$ cat src/rtl/mem_pkg.sv
// mem_pkg
// Shared types and constants for the RV32I memory access controller.
//   state_e : controller FSM states (encoding is visible on the debug port)
//   chan_e  : which requester currently owns the bus
//   SZ_*    : data_size encodings for byte / half / word accesses
//   isMisaligned : alignment rule for a data access of a given size
package mem_pkg;

  typedef enum logic [2:0] {
    IDLE  = 3'd0,
    ISSUE = 3'd1,
    WAIT  = 3'd2,
    RESP  = 3'd3,
    ERR   = 3'd4
  } state_e;

  typedef enum logic {
    CH_INSTR = 1'b0,
    CH_DATA  = 1'b1
  } chan_e;

  localparam logic [1:0] SZ_B = 2'd0;
  localparam logic [1:0] SZ_H = 2'd1;
  localparam logic [1:0] SZ_W = 2'd2;

  // A data access is misaligned when its offset is not a multiple of its
  // size. Size code 3 has no meaning and is rejected the same way.
  function automatic logic isMisaligned(input logic [1:0] size,
                                        input logic [1:0] offset);
    case (size)
      SZ_B:    return 1'b0;
      SZ_H:    return offset[0];
      SZ_W:    return offset != 2'b00;
      default: return 1'b1;
    endcase
  endfunction

endpackage

$ cat src/rtl/mem_lane_align.sv
// mem_lane_align
// Purely combinational byte-lane steering for the shared 32-bit bus.
//   i_size, i_offset : access size and byte offset within the word
//   i_unsigned       : zero-extend loads when 1, sign-extend when 0
//   i_wdata          : store data, least significant bytes meaningful
//   i_rdata          : raw word returned by the bus
//   o_sel            : byte-lane enables for the access
//   o_wdata          : store data replicated onto every lane it may land on
//   o_load           : selected byte/half/word, extended to 32 bits
module mem_lane_align
  import mem_pkg::*;
(
  input  logic [1:0]  i_size,
  input  logic [1:0]  i_offset,
  input  logic        i_unsigned,
  input  logic [31:0] i_wdata,
  input  logic [31:0] i_rdata,
  output logic [3:0]  o_sel,
  output logic [31:0] o_wdata,
  output logic [31:0] o_load
);

  logic [31:0] w_shifted;

  // Bring the addressed byte down to bit 0 so byte and half extraction
  // share one shifter; legal words always have offset 0.
  assign w_shifted = i_rdata >> {i_offset, 3'b000};

  // Store side: replicate the data so whichever lanes are enabled carry
  // the right bytes, and enable exactly the lanes the access covers.
  always_comb begin
    o_sel   = 4'b0000;
    o_wdata = '0;
    case (i_size)
      SZ_B: begin
        o_sel   = 4'b0001 << i_offset;
        o_wdata = {4{i_wdata[7:0]}};
      end
      SZ_H: begin
        o_sel   = 4'b0011 << i_offset;
        o_wdata = {2{i_wdata[15:0]}};
      end
      SZ_W: begin
        o_sel   = 4'b1111;
        o_wdata = i_wdata;
      end
      default: begin
        o_sel   = 4'b0000;
        o_wdata = '0;
      end
    endcase
  end

  // Load side: pick the byte or half and extend it to a full register.
  always_comb begin
    o_load = '0;
    case (i_size)
      SZ_B:    o_load = i_unsigned ? {24'd0, w_shifted[7:0]}
                                   : {{24{w_shifted[7]}}, w_shifted[7:0]};
      SZ_H:    o_load = i_unsigned ? {16'd0, w_shifted[15:0]}
                                   : {{16{w_shifted[15]}}, w_shifted[15:0]};
      SZ_W:    o_load = w_shifted;
      default: o_load = '0;
    endcase
  end

endmodule

$ cat src/rtl/mem_access_ctrl.sv
// mem_access_ctrl
// Arbitrates the fetch unit and the MEM stage onto one shared memory bus.
//   i_clk, i_rst            : clock, synchronous active-high reset
//   i_instr_* / o_instr_*   : fetch request (word), returned word, done pulse
//   i_data_*  / o_data_*    : load/store request, extended load data,
//                             done pulse, error pulse (misaligned/timeout)
//   o_bus_*                 : word address, lane data, lane enables, strobes
//   i_bus_rdata, i_bus_busy : bus read data and wait indication
//   o_state                 : current FSM state for debug
module mem_access_ctrl
  import mem_pkg::*;
#(
  parameter int ADDR_W  = 32,
  parameter int TIMEOUT = 255
) (
  input  logic              i_clk,
  input  logic              i_rst,
  input  logic              i_instr_req,
  input  logic [ADDR_W-1:0] i_instr_addr,
  output logic [31:0]       o_instr_rdata,
  output logic              o_instr_valid,
  input  logic              i_data_req,
  input  logic              i_data_we,
  input  logic [1:0]        i_data_size,
  input  logic              i_data_unsigned,
  input  logic [ADDR_W-1:0] i_data_addr,
  input  logic [31:0]       i_data_wdata,
  output logic [31:0]       o_data_rdata,
  output logic              o_data_valid,
  output logic              o_data_err,
  output logic [ADDR_W-1:0] o_bus_addr,
  output logic [31:0]       o_bus_wdata,
  output logic [3:0]        o_bus_sel,
  output logic              o_bus_read,
  output logic              o_bus_write,
  input  logic [31:0]       i_bus_rdata,
  input  logic              i_bus_busy,
  output logic [2:0]        o_state
);

  localparam logic [15:0] LP_TIMEOUT = 16'(TIMEOUT);

  state_e            r_state, w_next;
  chan_e             r_ch, w_grant_ch;
  logic              w_grant;
  logic [ADDR_W-1:0] r_addr;
  logic [1:0]        r_size;
  logic              r_we, r_unsigned;
  logic [31:0]       r_wdata;
  logic [15:0]       r_cnt;
  logic              r_data_last;
  logic [31:0]       r_instr_rdata, r_data_rdata;
  logic              w_strobe, w_capture, w_expired;
  logic [3:0]        w_sel;
  logic [31:0]       w_wdata_rep, w_load_ext;

  mem_lane_align u_lane (
    .i_size     (r_size),
    .i_offset   (r_addr[1:0]),
    .i_unsigned (r_unsigned),
    .i_wdata    (r_wdata),
    .i_rdata    (i_bus_rdata),
    .o_sel      (w_sel),
    .o_wdata    (w_wdata_rep),
    .o_load     (w_load_ext)
  );

  // Round-robin between the two requesters: on contention the channel that
  // did not complete last wins, so neither can starve the other.
  always_comb begin
    w_grant    = i_instr_req | i_data_req;
    w_grant_ch = CH_INSTR;
    if (i_instr_req && i_data_req)
      w_grant_ch = r_data_last ? CH_INSTR : CH_DATA;
    else if (i_data_req)
      w_grant_ch = CH_DATA;
  end

  assign w_strobe  = (r_state == ISSUE) || (r_state == WAIT);
  assign w_capture = w_strobe && !i_bus_busy;
  assign w_expired = (r_state == WAIT) && i_bus_busy && (r_cnt == LP_TIMEOUT);

  // State register.
  always_ff @(posedge i_clk) begin
    if (i_rst) r_state <= IDLE;
    else       r_state <= w_next;
  end

  // Next-state logic. Misaligned data accesses skip the bus entirely; a
  // stalled fetch still completes (with zero data) because fetch errors
  // have no reporting path.
  always_comb begin
    w_next = r_state;
    case (r_state)
      IDLE:
        if (w_grant)
          w_next = (w_grant_ch == CH_DATA &&
                    isMisaligned(i_data_size, i_data_addr[1:0])) ? ERR : ISSUE;
      ISSUE:
        w_next = i_bus_busy ? WAIT : RESP;
      WAIT:
        if (!i_bus_busy)    w_next = RESP;
        else if (w_expired) w_next = (r_ch == CH_DATA) ? ERR : RESP;
      RESP:    w_next = IDLE;
      ERR:     w_next = IDLE;
      default: w_next = IDLE;
    endcase
  end

  // Transaction datapath: latch the winning request, count busy cycles,
  // and capture read data into the owning channel's holding register.
  always_ff @(posedge i_clk) begin
    if (i_rst) begin
      r_ch          <= CH_INSTR;
      r_addr        <= '0;
      r_size        <= SZ_B;
      r_we          <= 1'b0;
      r_unsigned    <= 1'b0;
      r_wdata       <= '0;
      r_cnt         <= '0;
      r_data_last   <= 1'b0;
      r_instr_rdata <= '0;
      r_data_rdata  <= '0;
    end else begin
      if (r_state == IDLE && w_grant) begin
        r_ch <= w_grant_ch;
        if (w_grant_ch == CH_DATA) begin
          r_addr     <= i_data_addr;
          r_size     <= i_data_size;
          r_we       <= i_data_we;
          r_unsigned <= i_data_unsigned;
          r_wdata    <= i_data_wdata;
        end else begin
          r_addr     <= i_instr_addr;
          r_size     <= SZ_W;
          r_we       <= 1'b0;
          r_unsigned <= 1'b0;
          r_wdata    <= '0;
        end
      end

      if (r_state == ISSUE)
        r_cnt <= 16'd1;
      else if (r_state == WAIT && i_bus_busy && !w_expired)
        r_cnt <= r_cnt + 16'd1;

      if (w_capture) begin
        if (r_ch == CH_INSTR)
          r_instr_rdata <= i_bus_rdata;
        else if (!r_we)
          r_data_rdata <= w_load_ext;
      end else if (w_expired && r_ch == CH_INSTR) begin
        r_instr_rdata <= '0;
      end

      if (r_state == RESP)
        r_data_last <= (r_ch == CH_DATA);
    end
  end

  // Outputs. Bus fields are only driven while a strobe is active so the
  // bus sees a clean zero between transactions.
  always_comb begin
    o_bus_read  = 1'b0;
    o_bus_write = 1'b0;
    o_bus_addr  = '0;
    o_bus_sel   = 4'b0000;
    o_bus_wdata = '0;
    if (w_strobe) begin
      o_bus_read  = !r_we;
      o_bus_write = r_we;
      o_bus_addr  = {r_addr[ADDR_W-1:2], 2'b00};
      o_bus_sel   = w_sel;
      o_bus_wdata = w_wdata_rep;
    end
    o_instr_valid = (r_state == RESP) && (r_ch == CH_INSTR);
    o_data_valid  = (r_state == RESP) && (r_ch == CH_DATA);
    o_data_err    = (r_state == ERR);
    o_state       = r_state;
  end

  assign o_instr_rdata = r_instr_rdata;
  assign o_data_rdata  = r_data_rdata;

endmodule

$ cat config.mk
export PLATFORM = sky130hd
export DESIGN_NAME = mem_access_ctrl
export DESIGN_NICKNAME = d
export VERILOG_FILES = /design/src/rtl/mem_pkg.sv /design/src/rtl/mem_lane_align.sv /design/src/rtl/mem_access_ctrl.sv
export SDC_FILE = /design/constraint.sdc
export NUM_CORES = 1
export LEC_CHECK = 0
export BUFFER_PORTS_ARGS = -buffer_cell sky130_fd_sc_hd__buf_2
export CAP_MARGIN = 10
export CORE_ASPECT_RATIO = 0.6
export CORE_UTILIZATION = 53
export CTS_CLUSTER_SIZE = 40
export DETAILED_ROUTE_END_ITERATION = 7
export PLACE_DENSITY = 0.94
export SLEW_MARGIN = 20
export SYNTH_ARGS = -nofsm -noshare
export SYNTH_HDL_FRONTEND = slang
export SYNTH_SLANG_ARGS = --single-unit
$ cat constraint.sdc
create_clock -name i_clk -period 3.19 [get_ports i_clk]
set_input_delay 0.1595 -clock i_clk [delete_from_list [all_inputs] [get_ports i_clk]]
set_output_delay 0.1595 -clock i_clk [all_outputs]
set_load 0.01 [all_outputs]
==> flow_summary_export.csv <==
group,metric,value,unit
timing,tns,0,ns
timing,slew_viol_final,0,
clock_tree,clockBufferDepth,2,
timing,period_share,0.851,
synth,seq_area_frac_synth,0.424,
timing,fmax,368,MHz
routing,vias_per_cell,5.92,
power_and_ir_drop,powerDensity,808,mW/mm²
synth,postSynthCellCount,821,
clock_tree,clk_pin_slew,0.06,ns
clock_tree,cts_buffers,17,
timing,tightest_slew,1.01,ns
synth,avgSynthCellArea,8.81,µm²
cells_and_area,finalInstanceArea,0.00955,mm²
global_routing,grt-ovfl-total,0,
timing,finalClockSkew,0.00999,ns
worst_setup_path,endpoint_kind,"output port",
place,dp_hpwl,16.0,mm
synth,ys_top_cells_by_count,"dfxtp_1, nor2_1, mux2i_1",
synth,ys.flop_type,"dfxtp_1",
floorplanning,core,0.0131,mm²
routing,dr_total_vias,7480,
synth,yosysMostFrequentCell,"dfxtp_1",
timing,rsz0062_at_grt,"false",
floorplanning,die_x,153,µm
worst_setup_path,start_kind,"register",
global_routing,grt_pass1_wl,35.9,mm
timing,final_hold_viol_count,0,
worst_hold_path,min_path_cells,3,
worst_setup_path,arrival,2.55,ns
synth,synth_warnings,0,
floorplanning,die_y,92.5,µm
synth,synth_cell_type_count,62,
clock_tree,tritoncts,"done",
global_routing,antenna_found_initial,0,
cells_and_area,final_layout_size_suffix_gt1_frac,0.314,
place,gp_congestion,0.938,
timing,period_minus_slack,2.71,ns
worst_setup_path,cp.required,3.03,ns
outcome,violations,"design-rule violations",
worst_setup_path,crit_fanout,27,
floorplanning,pin_count,277,
synth,async_flop_share,0,
place,dp_cells,1203,
routing,wl_per_cell,18.0,µm
place,io_buffers,274,
timing,whs,0.0147,ns
clock_tree,hold_buffers,28,
synth,synth_top_cell_by_area,"dfxtp_1",
place,placed_area,0.00866,mm²
cells_and_area,nets,1219,
cells_and_area,layout.cells.non_filler,1264,
routing,drtAntennaViolNets,0,
routing,drtPass1Iterations,8,
synth,ys_seq_elements,153,
power_and_ir_drop,vdd_drop_max,0.000550,V
cells_and_area,antenna_cells,0,
timing,slew_headroom,0.327,
global_routing,grt_usage,0.321,
routing,wirelength,22.8,mm
worst_setup_path,crit_chain,"nor2b_1, or2_2, a22oi_1, nor2_1, buf_2",
synth,syn_area,0.00723,mm²
timing,setup_violations,0,
worst_setup_path,cpPeakStageDelay,0.86,ns
clock_tree,h-tree-depth,4,
worst_hold_path,hp-class,"input port to register",
cells_and_area,synthToLayoutAreaGrowth,32.1,%
routing,route.detailed.drc,16,
floorplanning,start_util,0.554,
power_and_ir_drop,p_leak,4.47,nW
floorplanning,rows,32,
synth,synth_edf_count,0,
synth,netlist.area_leader.share,0.424,
global_routing,grt_pass1_vias,6943,
worst_setup_path,worstSetupPathType,"register to output port",
clock_tree,clk_latency,0.41,ns
clock_tree,postCtsSetupBuffers,0,
routing,initialDrtViolationCount,579,
clock_tree,cts_sinks,153,
outcome,status,"finished with violations",
worst_setup_path,ff2ff_path_depth,4,
clock_tree,ctsResizeCount,0,
floorplanning,die_area,0.0141,mm²
clock_tree,root_buffer,"clkbuf_16",
worst_setup_path,critical_path.slowest_cell,"dfxtp_1",
job,cap_violations,0,
synth,synth_area_leaders,"dfxtp_1, mux2i_1, nor2_1",
cells_and_area,final_core_util,0.732,
global_routing,grt_max_degree,91,
[power breakdown]
group	internal (mW)	switching (mW)	total [mW]	leakage, nW
logic	1.19	1.82	3.01	2.93
clock network	1.19	0.862	2.06	0.292
registers	2.30	0.346	2.65	1.25
[sequential cells by signal, summed over array words and instances (netlist names)]
name           cells
r_cnt             16
r_addr            32
r_we               1
o_data_rdata      32
r_data_last        1
o_state            3
o_instr_rdata     32
r_unsigned         1
r_size             2
r_ch               1
r_wdata           32
[worst max-delay path, delay by kind of cell (launching register included)]
family,cells,cell delay [ns]
buffers and inverters,1,0.14
and+or+nand+nor,3,0.88
AOI/OAI and AO/OA,1,0.26
DFF,1,0.86
[cell families after synthesis]
family | after synthesis | share of synthesized area
fa+ha+maj | 1 | 0.00173
compound gates | 235 | 0.235
buf+inv | 86 | 0.0497
simple gates | 287 | 0.208
other cells | 1 | 0.000519
flops | 153 | 0.424
xor+xnor | 3 | 0.00363
mux | 55 | 0.0782
[final cells by class]
class / count / area (µm²)
clock inverters: 14 / 160
multi-input cells: 583 / 3850
repair buffers: 319 / 1800
clock buffers: 18 / 439
fillers: 959 / 3500
flip-flops and latches: 153 / 3060
inverters: 7 / 26.3
well taps: 170 / 213
[metal layers]
| metal | routed length, µm | track usage | vias up |
|---|---|---|---|
| met5 | 0 | 0 | - |
| met4 | 396 | 0.0934 | 0 |
| met3 | 2010 | 0.0800 | 41 |
| met2 | 10900 | 0.542 | 399 |
| met1 | 9510 | 0.408 | 3522 |
| li1 | - | - | 3518 |
[cells in the final DEF, fill, tap and decap left out, types with 7 or more instances in the layout]
cell type      count
mux2i_1           52
buf_4             15
dlygate4sd3_1     29
and2_1            32
and3_1            11
nand2b_1          12
nor2b_1           20
buf_2            273
nand3b_1           8
a211oi_1          32
clkbuf_16         17
dfxtp_1          153
a22o_1            32
a32oi_1           14
o21ai_0           22
inv_1              7
nor2_1           113
a211o_1           15
or3_1              7
a2bb2oi_1          8
nand2_1           28
a21oi_1           44
nor3_1            12
a22oi_1           45
[through the flow]
step                      setup WS, ns  total power [mW]
after floorplan                   1.34              4.63
after global placement           0.853              5.52
after detailed placement         0.751              5.62
after CTS                        0.494              7.69
after global routing             0.285              8.15
final                            0.476              7.72
[path summary, 6_finish.rpt]
check                    from               end  slack (ns)
max                 r_size[1]   o_bus_wdata[15]        0.48
min          i_data_wdata[30]       r_wdata[30]        0.01
max reg2reg        o_state[1]  o_data_rdata[24]        0.63
min reg2reg   o_data_rdata[5]   o_data_rdata[5]        0.46
Power figures use the tool's default switching activity.
